--- src/rtl/mul66_rr_sched.sv ---
// -----------------------------------------------------------------------------
// mul66_rr_sched
//
// Shares one externally supplied 66x66 pipelined multiplier (high half of the
// product, bits [127:64]) between two requesters. Each accepted operation is
// tagged with its requester id. The tag travels down a shift register that is
// MUL_LAT deep, in step with the multiplier pipeline. When the tag reaches the
// end, mul_res is written into that requester's result FIFO.
//
// Credits: a requester may issue only while inflight_N + count_N < RSP_DEPTH.
// The multiplier cannot stall, so this credit check is what keeps a result
// FIFO from ever overflowing.
//
// Ports
//   clk, rst_n                 clock, asynchronous active-low reset
//   reqN_valid/ready/a/b       operand port of requester N (N = 0, 1)
//   rspN_valid/ready/data      result port of requester N, product[127:64]
//   mul_a, mul_b               registered operands driven to the multiplier
//   mul_res                    multiplier result, MUL_LAT cycles after issue
//   stat_issue0/1, stat_stall  saturating statistics counters
//                              (present only with MUL66_RR_SCHED_STATS_EN)
//
// Parameters
//   MUL_LAT    multiplier latency, which is also the tag pipe depth (>= 1)
//   RSP_DEPTH  entries per result FIFO and credit limit (power of two, >= 2)
//
// Optional build macro: MUL66_RR_SCHED_STATS_EN
// -----------------------------------------------------------------------------
module mul66_rr_sched #(
  parameter int MUL_LAT   = 3,
  parameter int RSP_DEPTH = 4
) (
  input  logic        clk,
  input  logic        rst_n,

  input  logic        req0_valid,
  output logic        req0_ready,
  input  logic [65:0] req0_a,
  input  logic [65:0] req0_b,

  input  logic        req1_valid,
  output logic        req1_ready,
  input  logic [65:0] req1_a,
  input  logic [65:0] req1_b,

  output logic        rsp0_valid,
  input  logic        rsp0_ready,
  output logic [63:0] rsp0_data,

  output logic        rsp1_valid,
  input  logic        rsp1_ready,
  output logic [63:0] rsp1_data,

  output logic [65:0] mul_a,
  output logic [65:0] mul_b,
  input  logic [63:0] mul_res
`ifdef MUL66_RR_SCHED_STATS_EN
  ,
  output logic [31:0] stat_issue0,
  output logic [31:0] stat_issue1,
  output logic [31:0] stat_stall
`endif
);

  localparam int PW = (RSP_DEPTH > 1) ? $clog2(RSP_DEPTH) : 1;
  localparam int CW = PW + 1;   // counts run 0..RSP_DEPTH inclusive
  localparam int SW = CW + 1;   // inflight + count, no overflow

  // ---------------------------------------------------------------------------
  // State
  // ---------------------------------------------------------------------------
  // run_q stays low for the first cycle after reset, so ready stays low
  // throughout reset whatever the requesters drive.
  logic               run_q,  run_d;
  logic               last_q, last_d;     // 1: requester 1 was granted last
  logic [65:0]        mul_a_q, mul_a_d;
  logic [65:0]        mul_b_q, mul_b_d;
  logic               iss_v_q, iss_v_d;
  logic               iss_id_q, iss_id_d;
  logic [MUL_LAT-1:0] tag_v_q, tag_v_d;
  logic [MUL_LAT-1:0] tag_id_q, tag_id_d;

  logic [CW-1:0]      infl0_q, infl0_d, infl1_q, infl1_d;
  logic [CW-1:0]      cnt0_q,  cnt0_d,  cnt1_q,  cnt1_d;
  logic [PW-1:0]      wptr0_q, wptr0_d, wptr1_q, wptr1_d;
  logic [PW-1:0]      rptr0_q, rptr0_d, rptr1_q, rptr1_d;
  logic [63:0]        mem0_q [RSP_DEPTH];
  logic [63:0]        mem1_q [RSP_DEPTH];

  logic elig0, elig1, grant0, grant1;
  logic wr0, wr1, pop0, pop1;

  // ---------------------------------------------------------------------------
  // Credit check and round-robin grant
  // ---------------------------------------------------------------------------
  always_comb begin
    elig0  = run_q && req0_valid &&
             ((SW'(infl0_q) + SW'(cnt0_q)) < SW'(RSP_DEPTH));
    elig1  = run_q && req1_valid &&
             ((SW'(infl1_q) + SW'(cnt1_q)) < SW'(RSP_DEPTH));
    // When both are eligible, the requester not granted last time wins.
    grant0 = elig0 && (!elig1 || last_q);
    grant1 = elig1 && (!elig0 || !last_q);
  end

  assign req0_ready = grant0;
  assign req1_ready = grant1;

  // ---------------------------------------------------------------------------
  // Issue stage
  // ---------------------------------------------------------------------------
  always_comb begin
    run_d    = 1'b1;
    last_d   = last_q;
    mul_a_d  = mul_a_q;
    mul_b_d  = mul_b_q;
    iss_v_d  = 1'b0;
    iss_id_d = 1'b0;
    if (grant0) begin
      mul_a_d  = req0_a;
      mul_b_d  = req0_b;
      iss_v_d  = 1'b1;
      iss_id_d = 1'b0;
      last_d   = 1'b0;
    end else if (grant1) begin
      mul_a_d  = req1_a;
      mul_b_d  = req1_b;
      iss_v_d  = 1'b1;
      iss_id_d = 1'b1;
      last_d   = 1'b1;
    end
  end

  assign mul_a = mul_a_q;
  assign mul_b = mul_b_q;

  // ---------------------------------------------------------------------------
  // Tag pipe: the last stage lines up with mul_res for the same operation.
  // ---------------------------------------------------------------------------
  always_comb begin
    tag_v_d     = tag_v_q;
    tag_id_d    = tag_id_q;
    tag_v_d[0]  = iss_v_q;
    tag_id_d[0] = iss_id_q;
    for (int i = 1; i < MUL_LAT; i++) begin
      tag_v_d[i]  = tag_v_q[i-1];
      tag_id_d[i] = tag_id_q[i-1];
    end
  end

  assign wr0  = tag_v_q[MUL_LAT-1] && !tag_id_q[MUL_LAT-1];
  assign wr1  = tag_v_q[MUL_LAT-1] &&  tag_id_q[MUL_LAT-1];
  assign pop0 = (cnt0_q != '0) && rsp0_ready;
  assign pop1 = (cnt1_q != '0) && rsp1_ready;

  // ---------------------------------------------------------------------------
  // Inflight counters and FIFO bookkeeping
  // ---------------------------------------------------------------------------
  always_comb begin
    infl0_d = infl0_q;
    infl1_d = infl1_q;
    cnt0_d  = cnt0_q;
    cnt1_d  = cnt1_q;
    wptr0_d = wptr0_q;
    wptr1_d = wptr1_q;
    rptr0_d = rptr0_q;
    rptr1_d = rptr1_q;

    case ({grant0, wr0})
      2'b10:   infl0_d = infl0_q + CW'(1);
      2'b01:   infl0_d = infl0_q - CW'(1);
      default: infl0_d = infl0_q;
    endcase
    case ({grant1, wr1})
      2'b10:   infl1_d = infl1_q + CW'(1);
      2'b01:   infl1_d = infl1_q - CW'(1);
      default: infl1_d = infl1_q;
    endcase

    case ({wr0, pop0})
      2'b10:   cnt0_d = cnt0_q + CW'(1);
      2'b01:   cnt0_d = cnt0_q - CW'(1);
      default: cnt0_d = cnt0_q;
    endcase
    case ({wr1, pop1})
      2'b10:   cnt1_d = cnt1_q + CW'(1);
      2'b01:   cnt1_d = cnt1_q - CW'(1);
      default: cnt1_d = cnt1_q;
    endcase

    // RSP_DEPTH is a power of two, so the pointers wrap on their own.
    if (wr0)  wptr0_d = wptr0_q + PW'(1);
    if (wr1)  wptr1_d = wptr1_q + PW'(1);
    if (pop0) rptr0_d = rptr0_q + PW'(1);
    if (pop1) rptr1_d = rptr1_q + PW'(1);
  end

  // Data is forced to zero while the FIFO is empty. This makes the reset
  // value of rsp data zero without a reset on the storage itself.
  assign rsp0_valid = (cnt0_q != '0);
  assign rsp1_valid = (cnt1_q != '0);
  assign rsp0_data  = rsp0_valid ? mem0_q[rptr0_q] : 64'd0;
  assign rsp1_data  = rsp1_valid ? mem1_q[rptr1_q] : 64'd0;

  // ---------------------------------------------------------------------------
  // Registers
  // ---------------------------------------------------------------------------
  always_ff @(posedge clk or negedge rst_n) begin
    if (!rst_n) begin
      run_q    <= 1'b0;
      last_q   <= 1'b1;         // requester 0 wins the first contention
      mul_a_q  <= '0;
      mul_b_q  <= '0;
      iss_v_q  <= 1'b0;
      iss_id_q <= 1'b0;
      tag_v_q  <= '0;
      tag_id_q <= '0;
      infl0_q  <= '0;
      infl1_q  <= '0;
      cnt0_q   <= '0;
      cnt1_q   <= '0;
      wptr0_q  <= '0;
      wptr1_q  <= '0;
      rptr0_q  <= '0;
      rptr1_q  <= '0;
    end else begin
      run_q    <= run_d;
      last_q   <= last_d;
      mul_a_q  <= mul_a_d;
      mul_b_q  <= mul_b_d;
      iss_v_q  <= iss_v_d;
      iss_id_q <= iss_id_d;
      tag_v_q  <= tag_v_d;
      tag_id_q <= tag_id_d;
      infl0_q  <= infl0_d;
      infl1_q  <= infl1_d;
      cnt0_q   <= cnt0_d;
      cnt1_q   <= cnt1_d;
      wptr0_q  <= wptr0_d;
      wptr1_q  <= wptr1_d;
      rptr0_q  <= rptr0_d;
      rptr1_q  <= rptr1_d;
    end
  end

  // FIFO storage has no reset. Stale entries are unreachable once the
  // counts are cleared.
  always_ff @(posedge clk) begin
    if (wr0) mem0_q[wptr0_q] <= mul_res;
    if (wr1) mem1_q[wptr1_q] <= mul_res;
  end

  // ---------------------------------------------------------------------------
  // Optional statistics
  // ---------------------------------------------------------------------------
`ifdef MUL66_RR_SCHED_STATS_EN
  logic [31:0] st_iss0_q, st_iss0_d;
  logic [31:0] st_iss1_q, st_iss1_d;
  logic [31:0] st_stall_q, st_stall_d;

  always_comb begin
    st_iss0_d  = st_iss0_q;
    st_iss1_d  = st_iss1_q;
    st_stall_d = st_stall_q;
    if (grant0 && (st_iss0_q != 32'hFFFF_FFFF))
      st_iss0_d = st_iss0_q + 32'd1;
    if (grant1 && (st_iss1_q != 32'hFFFF_FFFF))
      st_iss1_d = st_iss1_q + 32'd1;
    if ((req0_valid || req1_valid) && !(grant0 || grant1) &&
        (st_stall_q != 32'hFFFF_FFFF))
      st_stall_d = st_stall_q + 32'd1;
  end

  always_ff @(posedge clk or negedge rst_n) begin
    if (!rst_n) begin
      st_iss0_q  <= '0;
      st_iss1_q  <= '0;
      st_stall_q <= '0;
    end else begin
      st_iss0_q  <= st_iss0_d;
      st_iss1_q  <= st_iss1_d;
      st_stall_q <= st_stall_d;
    end
  end

  assign stat_issue0 = st_iss0_q;
  assign stat_issue1 = st_iss1_q;
  assign stat_stall  = st_stall_q;
`else
`endif

  // ---------------------------------------------------------------------------
  // Credits guarantee a write never lands in a full FIFO.
  // ---------------------------------------------------------------------------
  a_no_ovf0: assert property (@(posedge clk) disable iff (!rst_n)
                              !(wr0 && (cnt0_q == CW'(RSP_DEPTH))));
  a_no_ovf1: assert property (@(posedge clk) disable iff (!rst_n)
                              !(wr1 && (cnt1_q == CW'(RSP_DEPTH))));

endmodule

--- config.mk ---
export PLATFORM = sky130hd
export DESIGN_NAME = mul66_rr_sched
export DESIGN_NICKNAME = d
export VERILOG_FILES = /design/src/rtl/mul66_rr_sched.sv
export SDC_FILE = /design/constraint.sdc
export NUM_CORES = 1
export LEC_CHECK = 0
export CAP_MARGIN = 25
export CORE_ASPECT_RATIO = 1.25
export CORE_MARGIN = 5
export CORE_UTILIZATION = 52
export CTS_BUF_LIST = sky130_fd_sc_hd__clkbuf_2
export DETAILED_ROUTE_END_ITERATION = 7
export PLACE_DENSITY_LB_ADDON = 0.15
export SLEW_MARGIN = 20
export SYNTH_ARGS = -nofsm -noshare
export SYNTH_HDL_FRONTEND = slang
export SYNTH_SLANG_ARGS = --single-unit
--- constraint.sdc ---
create_clock -name clk -period 3.3 [get_ports clk]
set_input_delay 0.33 -clock clk [delete_from_list [all_inputs] [get_ports clk]]
set_output_delay 0.33 -clock clk [all_outputs]
set_load 0.005 [all_outputs]
### Yosys cells after proc, flatten, opt, wreduce, memory -nomap -nowiden

Memories as Yosys holds them, arrays and structs flattened.
Cells that the tools add are included.

| word-level totals | value |
|---|---|
| register bits after elaboration | 162 |
| memory bits (writable) | 512 |
| bits of input ports | 334 |
| output and inout bits | 264 |
| memories | 2 |

Memory list:

| memory | words | bits a word | rd ports | clocked after memory_dff | write ports | RTL line | source |
|---|---|---|---|---|---|---|---|
| mem0_q | 4 | 64 | 1 | 0 | 1 | 87 | `logic [63:0] mem0_q [RSP_DEPTH];` |
| mem1_q | 4 | 64 | 1 | 0 | 1 | 88 | `logic [63:0] mem1_q [RSP_DEPTH];` |

| cells by class | value |
|---|---|
| add/sub/neg operators | 14 |
| order comparisons | 2 |
| equality and inequality tests | 8 |
| multiplexer cells | 19 |
| reduce and logical (&&, ||, !) cells | 23 |

Operator list:

| kind | number |
|---|---|
| 66-bit 2-to-1 mux | 4 |
| 64-bit 2-to-1 mux | 2 |
| 3-bit case mux with 2 select lines | 4 |
| 3-bit by 1-bit adder with 3-bit output (second input constant) | 4 |
| 3-bit by 1-bit subtractor with 3-bit output (second input constant) | 4 |
| 1-bit logical AND | 10 |
| 2-bit nonzero test | 5 |
| 1-bit 2-to-1 mux | 9 |
| 2-bit by 1-bit adder with 2-bit output (second input constant) | 4 |
| 3-bit by 3-bit adder with 4-bit output | 2 |
| 2-bit by 1-bit == test with 1-bit output (second input constant) | 4 |
| 2-bit == test (second input constant) | 4 |
| 4-bit by 3-bit less-than comparator with 1-bit output (second input constant) | 2 |
| 3-bit nonzero test | 2 |
| 1-bit zero test | 4 |
| 1-bit logical OR | 2 |

### Longest topological paths before layout

| logic depth | value |
|---|---|
| word-level depth | 8 |
| depth in mapped cells | 12 |
| gate-level depth less buffers | 10 |

### Worst setup path before layout

No wires, ideal clock.

| timing | value |
|---|---|
| kind | reg2reg |
| start point | register infl0_q[2] |
| end point | register infl0_q[2] |
| data arrival time | 2.726 ns |
| required time | 3.175 ns |
| setup slack | 0.449 ns |
| stages on the path, launching flop included | 13 |
| buffers on the path | 2 |
| period minus slack after synthesis | 2.851 ns |
| cells stage by stage | dfrtp_1 ha_1 nand4bb_1 nor3_2 buf_2 buf_2 and2_1 inv_1 ha_1 fa_1 xnor2_1 nor2_1 xor2_1 |

| between the ends | value |
|---|---|
| cells in the longest elaborated chain, start to end | 6 |
| elaborated cells between the ends (all ways) | 10 |

RTL lines:

| item | RTL line | source |
|---|---|---|
| from (decl) | 83 | `logic [CW-1:0] infl0_q, infl0_d, infl1_q, infl1_d;` |
| from (signal assigned) | 235 | `infl0_q <= infl0_d;` |
| 3-bit by 3-bit adder with 4-bit output * | 98 | `((SW'(infl0_q) + SW'(cnt0_q)) < SW'(RSP_DEPTH));` |
| 4-bit by 3-bit less-than comparator with 1-bit output * | 98 |  |
| 1-bit logical AND * | 97 | `elig0 = run_q && req0_valid &&` |
| 1-bit logical AND * | 102 | `grant0 = elig0 && (!elig1 \|\| last_q);` |
| via req0_ready | 37 | `output logic req0_ready,` |
| 2-bit by 1-bit == test with 1-bit output / 2-bit == test (equally long branches) | 169 | `case ({grant0, wr0})` |
| 3-bit case mux with 2 select lines / 2-bit nonzero test (equally long branches) | -- |  |

The timed path passes the listed nets; every way through them passes the cells marked *.
A chain may end at the register's enable or synchronous reset.

### Worst setup path after layout

| timing | value |
|---|---|
| start point | register rptr1_q[0] |
| end point | output port rsp1_data[54] |

| between the ends | value |
|---|---|
| cells in the longest elaborated chain, start to end | 2 |

RTL lines:

| item | RTL line | source |
|---|---|---|
| from (decl) | 86 | `logic [PW-1:0] rptr0_q, rptr0_d, rptr1_q, rptr1_d;` |
| from (signal assigned) | 242 | `rptr1_q <= rptr1_d;` |
| memory read 4 x 64 bit | -- |  |
| 64-bit 2-to-1 mux | 203 | `assign rsp1_data = rsp1_valid ? mem1_q[rptr1_q] : 64'd0;` |
| to (decl) | 52 | `output logic [63:0] rsp1_data,` |

Every way passes these cells.

==> reports/results.tsv <==
stage	metric	value	unit
floorplanning	num_rows	93	
sta	hold_violations	0	
floorplanning	coreArea	51300	µm²
floorplanning	die_area	56300	µm²
worst_setup_path	critPathMaxFanout	8	
clock_network	cts_buffers	156	
sta	finalSetupViolations	0	
yosys	synth_area_per_cell	19.3	µm²
place	gp_congestion	0.941	
power_and_ir_drop	power_density	833	nW/µm²
floorplanning	ios	598	
outcome	status	finished, final reports clean	
final_layout	nFillCells	2864	
worst_setup_path	critPathLaunchType	register	
final_layout	final_cell_count_no_fill	3321	
global_route	track_usage	0.311	
yosys	async_flop_share	0.240	
yosys	ys_ff_latch	674	
worst_setup_path	end_kind	output pin	
global_route	grt_pass1_vias	20600	
drt	drt-total-wl	91200	µm
clock_network	cts_buffer_depth	3	
yosys	postSynthCellCount	1393	
sta	max_freq	305	MHz
sta	fin_tns_setup	0	ps
global_route	antenna_found_initial	37	
sta	finClkSkew	97.4	ps
clock_network	cts_tree	yes	
yosys	yosysSeqAreaShare	0.724	
final_layout	fin_util	0.772	
final_layout	final_cell_mix	512 x edfxtp_1, 467 x clkdlybuf4s50_1, 334 x dlygate4sd3_1, 273 x clkbuf_2, 155 x dfrtp_1	
sta	fin_crit	3280	ps
drt	drt_iter0_drc	1682	
sta	worst_pin_slew	712	ps
floorplanning	die_y	264	µm
final_layout	final_nets	2845	
drt	vias_per_cell	5.75	
drt	drc	0	
place	portBuffers	597	
sta	drv_slew	0	
drt	detail_route.wl_per_cell	27.5	µm
place	hpwl	52100	µm
yosys	synthTopCellsByArea	edfxtp_1 57%, dfrtp_1 15%, mux4_2 11%, nand3b_1 3.7%, and2_1 3.1%	
worst_setup_path	cpPeakStageDelay	550	ps
global_route	grt-ovfl-total	0	
yosys	syn_nets	1747	
sta	slew_headroom	0.525	
worst_setup_path	crit_type	reg2out	
clock_network	clock-root-buffer	clkbuf_2	
yosys	synth_top_area_cell	edfxtp_1	
sta	min_period_over_period	0.993	
yosys	yosys_warnings	0	
flow_run	cap_violations	0	
worst_hold_path	worst_hold_path_type	in2async	
yosys	synthFlopType	edfxtp_1	
floorplanning	dieWidth	213	µm
drt	route.vias.total	19100	
clock_network	clk_pin_slew_worst_paths	170	ps
drt	drtPass1Iterations	6	
sta	grt_setup_unrepaired	yes	
final_layout	synthToLayoutAreaGrowth	47.5	%
final_layout	drive_gt1_frac	0.299	
worst_setup_path	crit_slowest_cell	dfrtp_4	
global_route	grt_first_pass_wirelength	130000	µm
worst_setup_path	path_cells	buf_12 > buf_12 > buf_6 > buf_6 > mux4_2 > and2_1 > buf_2	
power_and_ir_drop	ir_drop	0.459	mV
yosys	synth-edff-count	512	
global_route	grt_max_degree	134	
clock_network	htree_levels	4	
drt	drtAntennaViolNets	0	
clock_network	clock-sinks	674	
yosys	synth_cell_types	36	
clock_network	clk_latency	1190	ps
worst_setup_path	critPathArrivalTime	2950	ps
place	numPlacedInstances	2585	
worst_setup_path	cp.required	2970	ps
final_layout	final_common_cell	edfxtp_1	
yosys	syn-cell-area	26800	µm²
yosys	synth_top_area_frac	0.573	
floorplanning	start_util	0.523	
power_and_ir_drop	power	33.0	mW
power_and_ir_drop	p_leak	14.4	nW
==> layer usage <==
metal,share of wire,global-route usage
met1,0.35,0.375
met4,0.046,0.141
met3,0.098,0.0991
met5,0.00044,0
met2,0.51,0.514
==> cells in the mapped netlist (all sizes together), types with 3 or more instances <==
master  instances
nand3b        132
xnor2           9
nor2            4
xor2            9
mux4          128
dfrtp         161
fa              4
mux2i           3
buf            49
edfxtp        512
clkbuf         52
and3            5
nand2           5
inv            19
and2          135
o221a         132
ha             16
==> cell type report <==
type,count,area [µm²],share of cell area
multi-input cells,600,7200,0.182
clock inverters,47,243,0.00613
clock buffers,239,1200,0.0302
repair buffers,1040,10500,0.266
diodes,37,92.6,0.00234
flip-flops and latches,674,19400,0.491
well taps,665,832,0.0210
inverters,19,71.3,0.00180
==> sequential cells by signal, summed over array words and instances (netlist names), 2 cells and up <==
register  count
infl1_q       3
mul_a        66
wptr1_q       2
mul_b        66
cnt0_q        3
tag_v_q       3
wptr0_q       2
mem1_q      256
tag_id_q      3
cnt1_q        3
rptr0_q       2
rptr1_q       2
infl0_q       3
mem0_q      256
==> power breakdown <==
part,leakage [nW],internal [mW],total [mW],switching (mW)
registers,6.43,10.6,11.6,0.937
clock network,1.12,2.08,5.41,3.32
logic,6.86,9.77,16.0,6.26
==> stage by stage <==
step	setup slack, ps	hold slack (ps)	instance area [µm²]
floorplan	449	34.4	26800
global placement	620	332	33700
detailed placement	573	335	33700
CTS	-109	202	39500
global route	-152	255	39600
finish	22.2	306	39600
==> logic make-up (layout without fill, tap and decap cells) <==
family / Yosys count / after routing / synth area share
AOI/OAI and AO/OA: 135 / 135 / 0.0559
xor gates and xnor gates: 18 / 18 / 0.00587
adders and majority gates: 20 / 20 / 0.0104
buffers and inverters: 120 / 1345 / 0.0208
DFF: 674 / 674 / 0.724
muxes: 132 / 132 / 0.109
other: 1 / 38 / 0.000140
and+or+nand+nor: 293 / 294 / 0.0742
==> path summary, 6_finish.rpt <==
kind                                        start               endpoint  slack (ps)  cells past startpoint
max reg2reg                 cnt0_q[2]$_DFFE_PN0P_  mul_a[51]$_DFFE_PN0P_          80                      8
max in group asynchronous                   rst_n  mul_b[12]$_DFFE_PN0P_        2450                      4
max                        rptr1_q[0]$_DFFE_PN0P_          rsp1_data[54]          20                      7
min reg2reg                 tag_id_q[0]$_DFF_PN0_  tag_id_q[1]$_DFF_PN0_         350                      0
min                                         rst_n  mul_a[11]$_DFFE_PN0P_         310                      4
min in group clk            tag_id_q[0]$_DFF_PN0_  tag_id_q[1]$_DFF_PN0_         350                      0
==> critical path, delay by kind of cell (launching register included) <==
family / cells / cell delay, ps
buffers and inverters: 5 / 660
DFF: 1 / 550
muxes: 1 / 460
and+or+nand+nor: 1 / 180
==> what timing repair did <==
| action | in CTS | in global routing |
|---|---|---|
| hold buffers | 335 | 0 |
| gates cloned | 10 | 2 |
| endpoints found under the setup margin | 131 | 142 |
| pin swaps | 12 | 2 |
| buffers inserted | 58 | 14 |
| hold endpoints to repair | 812 | 0 |
| gates resized for setup | 535 | 105 |
No activity file was read; power rests on OpenSTA's default activity.
